$ cat config.mk
export PLATFORM = sky130hd
export DESIGN_NAME = slow_path_send_pkt_q
export DESIGN_NICKNAME = d
export VERILOG_FILES = /design/src/rtl/slow_path_send_pkt_q.sv
export SDC_FILE = /design/constraint.sdc
export NUM_CORES = 1
export LEC_CHECK = 0
export ABC_AREA = 1
export CAP_MARGIN = 20
export CORE_MARGIN = 2
export CORE_UTILIZATION = 40
export CTS_CLUSTER_DIAMETER = 150
export DETAILED_ROUTE_END_ITERATION = 8
export GPL_TIMING_DRIVEN = 0
export PLACE_DENSITY = 0.66
export REMOVE_ABC_BUFFERS = 1
export SLEW_MARGIN = 20
export SYNTH_ARGS = -nofsm -noshare
export SYNTH_HDL_FRONTEND = slang
export SYNTH_SLANG_ARGS = --single-unit
$ cat constraint.sdc
create_clock -name clk -period 14.4 [get_ports clk]
set_input_delay 2.88 -clock clk [delete_from_list [all_inputs] [get_ports clk]]
set_output_delay 2.88 -clock clk [all_outputs]
set_load 0.01 [all_outputs]
$ cat src/rtl/slow_path_send_pkt_q.sv
// Slow-path SYN-ACK header queue: buffers new-flow reply headers from RX and
// drains them to the TX send engine over a show-ahead val/rdy interface.
module slow_path_send_pkt_q #(
  parameter int DEPTH_LOG2     = 2,
  parameter bit DROP_WHEN_FULL = 1'b0,
  parameter int DROP_CNT_W     = 16,
  parameter int PKT_W          = 160,
  parameter int FLOWID_W       = 8,
  parameter int IP_ADDR_W      = 32
) (
  input  logic                  clk,
  input  logic                  rst_n,
  input  logic                  i_enq_val,
  output logic                  o_enq_rdy,
  input  logic [PKT_W-1:0]      i_enq_pkt,
  input  logic [FLOWID_W-1:0]   i_enq_flowid,
  input  logic [IP_ADDR_W-1:0]  i_enq_src_ip,
  input  logic [IP_ADDR_W-1:0]  i_enq_dst_ip,
  output logic                  o_deq_val,
  input  logic                  i_deq_rdy,
  output logic [PKT_W-1:0]      o_deq_pkt,
  output logic [FLOWID_W-1:0]   o_deq_flowid,
  output logic [IP_ADDR_W-1:0]  o_deq_src_ip,
  output logic [IP_ADDR_W-1:0]  o_deq_dst_ip,
  output logic [DEPTH_LOG2:0]   o_occupancy,
  output logic [DROP_CNT_W-1:0] o_drop_cnt
);

  localparam int DEPTH   = 1 << DEPTH_LOG2;
  localparam int PTR_W   = DEPTH_LOG2 + 1;
  localparam int ENTRY_W = PKT_W + FLOWID_W + 2 * IP_ADDR_W;

  logic [ENTRY_W-1:0]    r_mem [DEPTH];
  logic [PTR_W-1:0]      r_wr_ptr;
  logic [PTR_W-1:0]      r_rd_ptr;
  logic [DROP_CNT_W-1:0] r_drop_cnt;

  logic                  w_empty;
  logic                  w_full;
  logic                  w_deq_fire;
  logic                  w_enq_rdy;
  logic                  w_wr_en;
  logic                  w_drop;
  logic [ENTRY_W-1:0]    w_head;

  // Pointers carry one extra wrap bit so full and empty are distinguishable.
  assign w_empty    = (r_wr_ptr == r_rd_ptr);
  assign w_full     = (r_wr_ptr[DEPTH_LOG2-1:0] == r_rd_ptr[DEPTH_LOG2-1:0]) &&
                      (r_wr_ptr[DEPTH_LOG2] != r_rd_ptr[DEPTH_LOG2]);
  assign w_deq_fire = !w_empty && i_deq_rdy;

  // In drop mode a full queue still accepts when the head leaves in the same
  // cycle; in backpressure mode enq_rdy depends only on registered state.
  always_comb begin
    w_enq_rdy = 1'b1;
    w_wr_en   = 1'b0;
    w_drop    = 1'b0;
    if (DROP_WHEN_FULL) begin
      w_wr_en = i_enq_val && (!w_full || w_deq_fire);
      w_drop  = i_enq_val && w_full && !w_deq_fire;
    end else begin
      w_enq_rdy = !w_full;
      w_wr_en   = i_enq_val && !w_full;
    end
  end

  always_ff @(posedge clk or negedge rst_n) begin
    if (!rst_n) begin
      r_wr_ptr <= '0;
      r_rd_ptr <= '0;
    end else begin
      if (w_wr_en) begin
        r_wr_ptr <= r_wr_ptr + PTR_W'(1);
      end
      if (w_deq_fire) begin
        r_rd_ptr <= r_rd_ptr + PTR_W'(1);
      end
    end
  end

  // Payload storage needs no reset; entries are only visible once written.
  always_ff @(posedge clk) begin
    if (w_wr_en) begin
      r_mem[r_wr_ptr[DEPTH_LOG2-1:0]] <= {i_enq_pkt, i_enq_flowid, i_enq_src_ip, i_enq_dst_ip};
    end
  end

  always_ff @(posedge clk or negedge rst_n) begin
    if (!rst_n) begin
      r_drop_cnt <= '0;
    end else if (w_drop && (r_drop_cnt != {DROP_CNT_W{1'b1}})) begin
      r_drop_cnt <= r_drop_cnt + DROP_CNT_W'(1);
    end
  end

  assign w_head       = r_mem[r_rd_ptr[DEPTH_LOG2-1:0]];
  assign o_enq_rdy    = w_enq_rdy;
  assign o_deq_val    = !w_empty;
  assign o_deq_pkt    = w_head[ENTRY_W-1 -: PKT_W];
  assign o_deq_flowid = w_head[2*IP_ADDR_W +: FLOWID_W];
  assign o_deq_src_ip = w_head[IP_ADDR_W +: IP_ADDR_W];
  assign o_deq_dst_ip = w_head[0 +: IP_ADDR_W];
  assign o_occupancy  = r_wr_ptr - r_rd_ptr;
  assign o_drop_cnt   = r_drop_cnt;

endmodule

==> run summary <==
The run finished with clean final reports. The final estimated routing congestion in global placement was 0.762. In this run the vertical extent of the chip is 299 um.

Port buffer count: 472. The global-route wire length before repair is 126000 um, and the total area of multi-input combinational cells is 5860 um2. Fraction of registers with async set or reset after synthesis: 0.642%. The synthesized netlist contains 21 unique library cells.

The site row count is 108, and the delay contributed by the slowest stage of the critical path is 0.63 ns. The synthesized design spends more area on one cell type than any other, namely sky130_fd_sc_hd__edfxtp_1. Slew at the pin closest to its max-slew limit: 1.02 ns. Of the post-synthesis cell area, the dominant cell type holds 80.1%. Highest-delay cell along the critical path: sky130_fd_sc_hd__dfrtp_4. The tools report the number of iterations in the first detailed-routing pass as 5. Synthesis produced a netlist whose cell count is 2322. The tools report the instance count after placement with tap cells included as 3851. Using the TritonRoute via totals, the vias-per-cell ratio works out to 5.25. The detail route stage leaves a number of antenna-violating nets equal to 0. The biggest fanout along the worst timing path came out at 111. The worst register-to-register path ends at r_mem[2][206]. The run gives 51.7% as the final core utilization. The critical path goes through buf_12 > buf_12 > inv_8 > buf_16 > ha_1 > nand2_1 > inv_1 > nand3_1 > clkdlybuf4s50_1. The detailed router finished its first iteration with 1665 violations. The average wire per standard cell came out at 21.1 um. The class of the most critical setup path was register to primary output.

In the final layout, flip-flops and latches occupy 28000 um2. The tools report the core box area as 86500 um2. Gates resized during post-CTS repair numbered 0. The count of buffer and inverter cells on the critical path works out to 6. Clock-pin transition on the worst setup and hold timing paths: 0.06 ns.

The Yosys step of the flow raised 0 warnings. For the setup slack of the worst register-to-register path, the log shows 9.67 ns. The number of setup buffers added after CTS is 0.

The tools report the standby leakage power as 0.0145 uW. The cell sitting at the root of the clock tree is a sky130_fd_sc_hd__clkbuf_16. For the arrival time of the worst setup path, the log shows 3.75 ns. In this run the power density over the cells is 225 nW/um2. The most used flip-flop cell after synthesis is sky130_fd_sc_hd__edfxtp_1. The post-route clock period utilization was 46.1%. VDD sags by at most 0.196 mV.

The number of flops mapped to enable cells by yosys came out at 928. Buffers inserted to repair hold after CTS numbered 0. In the global route stage, overall resource usage came out at 18.4%. The most numerous cell in the Yosys netlist was sky130_fd_sc_hd__edfxtp_1.

By count the netlist is led by sky130_fd_sc_hd__edfxtp_1, sky130_fd_sc_hd__nor2_1, sky130_fd_sc_hd__o21ai_0, sky130_fd_sc_hd__o22ai_1, sky130_fd_sc_hd__clkbuf_1. The routed design could run at a clock period as short as 6.63 ns. The mean instance size in the synthesized netlist came out at 15.0 um2.

The net count of the finished layout is 3038. The tools report the TritonCTS sink count as 934. The clock reaches the later pin of the worst-skew pair after 0.65 ns.

Setup violations remaining at the end of the flow were counted as 0. The logs give 0 for the number of maximum-capacitance violations and 7007 for the fill cell total of the finished layout. The initial core utilization was 40.2%; the maximum level of the CTS H-tree was 3. Across the routed clock network, the largest skew measured is 0.0144 ns.

Summed over all nets, the half-perimeter wirelength after detailed placement is 52200 um. Launch point of the worst reg-to-reg path: r_rd_ptr[1]. Cells with a size suffix above 1 make up 7.04% of the layout. Setup repair after global routing left no endpoint under its margin. The run gives 89400 um2 as the total die area.

Buffers inserted during clock tree synthesis total 96. STA classifies the critical path startpoint as a register. The synthesized netlist occupies a cell area of 34800 um2. In this run, synthesis produced a sequential element count of 934.

Sequential cells were found to cover 80.5% of the synthesized design area. The area overhead of the layout relative to synthesis works out to 28.4%. The tools report the required time of the critical path as 11.52 ns. TritonCTS built the clock tree. The launch instance of the worst min-delay path was r_wr_ptr[2]. The tools report the number of hold violations in the final report as 0. Once layout is complete, the cells apart from fillers number 4035. The run gives 0 as the leftover overflow at the end of global routing. Headroom to the max-slew limit came out at 31.8%. The count of unresolved DRC violations after routing is 0, and the cell count of the worst reg-to-reg path is 15.

The family with the most delay on the worst path is buffers and inverters. The sum of internal, switching and leakage power was 10000 uW; the count of pins on the block boundary was 489. Based on the critical path, the design can be clocked at up to 151 MHz.

For the largest net degree at the start of global routing, the log shows 201. The kind of end point of the critical path is a primary output. For hold timing, the worst endpoint is r_wr_ptr[2]. The number of global-route vias before repair came out at 21421.

The floorplan step set the die width to 299 um. The routed layout has 21197 vias. The initial antenna violation count came out at 15.

Wires add up to 85200 um. Counting along the longest clock path gives a buffer depth of 3. For the final-report max-slew violation count, the log shows 0. The worst hold path belongs to the class register to register. By area the synthesized netlist is led by sky130_fd_sc_hd__edfxtp_1, sky130_fd_sc_hd__o21ai_0, sky130_fd_sc_hd__nor2_1.

Counting instances, the worst hold path has a depth of 2. Among the stages of the critical path, the cell type that occurs most often is sky130_fd_sc_hd__buf_12.
## worst reg2reg max path: stages, from the launching register on
cell and delay, ns:
sky130_fd_sc_hd__dfrtp_4 0.63, sky130_fd_sc_hd__buf_12 0.26, sky130_fd_sc_hd__buf_12 0.19, sky130_fd_sc_hd__inv_8 0.27, sky130_fd_sc_hd__buf_16 0.40, sky130_fd_sc_hd__ha_1 0.46
sky130_fd_sc_hd__nand2_1 0.06, sky130_fd_sc_hd__inv_1 0.05, sky130_fd_sc_hd__nand3_1 0.18, sky130_fd_sc_hd__nand2_1 0.28, sky130_fd_sc_hd__nor2_4 0.52, sky130_fd_sc_hd__buf_16 0.23
sky130_fd_sc_hd__buf_12 0.21, sky130_fd_sc_hd__buf_12 0.22, sky130_fd_sc_hd__buf_12 0.23, sky130_fd_sc_hd__buf_12 0.23
## worst max-delay path by stage
stage	startpoint	end	slack, ns	depth (start not counted)
final	r_rd_ptr[1]	o_deq_val	7.77	9
after global routing	r_rd_ptr[0]	o_deq_pkt[77]	7.56	6
after CTS	r_rd_ptr[0]	o_deq_pkt[77]	7.68	6
after detailed placement	r_rd_ptr[0]	o_deq_pkt[77]	8.42	6
after global placement	r_rd_ptr[1]	r_mem[1][59]	-22.91	7
after floorplan	r_rd_ptr[0]	r_mem[0][0]	-3.94	6
## power by group
| part | internal, uW | leakage [uW] | switching [uW] |
|---|---|---|---|
| logic | 1610 | 0.00444 | 2190 |
| registers | 3620 | 0.00857 | 146 |
| clock network | 1480 | 0.00153 | 992 |
## cell usage in the layout, fill, tap and decap left out
master | Yosys | final
sky130_fd_sc_hd__edfxtp_1 | 928 | 928
sky130_fd_sc_hd__clkdlybuf4s50_1 | 0 | 472
sky130_fd_sc_hd__nor2_1 | 467 | 464
sky130_fd_sc_hd__o21ai_0 | 412 | 412
sky130_fd_sc_hd__o22ai_1 | 232 | 232
sky130_fd_sc_hd__clkbuf_16 | 0 | 97
sky130_fd_sc_hd__o21ai_1 | 52 | 52
sky130_fd_sc_hd__buf_12 | 0 | 29
sky130_fd_sc_hd__buf_16 | 0 | 28
sky130_fd_sc_hd__nand2_1 | 22 | 22
sky130_fd_sc_hd__clkinv_1 | 0 | 22
sky130_fd_sc_hd__conb_1 | 1 | 16
sky130_fd_sc_hd__clkbuf_1 | 67 | 16
sky130_fd_sc_hd__bufinv_16 | 0 | 13
sky130_fd_sc_hd__clkinv_2 | 0 | 12
sky130_fd_sc_hd__inv_1 | 12 | 11
sky130_fd_sc_hd__diode_2 | 0 | 9
sky130_fd_sc_hd__nand3_1 | 8 | 8
sky130_fd_sc_hd__ha_1 | 7 | 7
sky130_fd_sc_hd__inv_6 | 1 | 5
sky130_fd_sc_hd__clkinvlp_4 | 0 | 5
sky130_fd_sc_hd__dfrtp_1 | 6 | 4
sky130_fd_sc_hd__nor2_4 | 0 | 3
sky130_fd_sc_hd__clkbuf_8 | 0 | 3
sky130_fd_sc_hd__inv_8 | 0 | 2
sky130_fd_sc_hd__xor2_1 | 2 | 2
sky130_fd_sc_hd__clkinv_4 | 0 | 2
sky130_fd_sc_hd__dfrtp_4 | 0 | 2
sky130_fd_sc_hd__inv_16 | 0 | 1
sky130_fd_sc_hd__fa_1 | 1 | 1
## sequential cells by signal, indices dropped and copies added, names as in the netlist
name / flops
r_rd_ptr: 3
r_wr_ptr: 3
r_mem: 928
## logic make-up (layout without fill, tap and decap cells)
kind of cell	Yosys count	count (layout)	share of synthesized area, %
xor gates and xnor gates	2	2	0.0503
other	1	25	0.0108
buffers and inverters	184	718	2.89
AOI/OAI and AO/OA	696	696	10.8
adders and majority gates	8	8	0.309
and+or+nand+nor	497	497	5.39
DFF	934	934	80.5
## through the flow
stage                     area, um2  hold WS (ns)  setup WS [ns]  setup TNS, ns
after detailed placement      41500         0.538           8.42              0
final                         44700         0.571           7.77              0
after floorplan               33900         0.484          -3.94       -2740.31
after global routing          44700         0.613           7.56              0
after global placement        40100         0.501         -22.91              -
after CTS                     44600         0.554           7.68              0
## routing by layer
metal	GRT usage, %	vias to the layer above	routed length, um
met2	31.9	621	43500
met3	4.97	139	5780
li1	-	9749	-
met5	0	-	78
met4	7.35	12	2320
met1	21.8	10676	33500
## cell type report
type                    count  area share, %
repair buffers            529           13.6
clock buffers             116           5.66
well taps                1155           3.24
flip-flops and latches    934           62.7
diodes                      9         0.0504
multi-input cells        1219           13.1
inverters                  14          0.188
clock inverters            59           1.41
(Power assumes the default switching activity.)
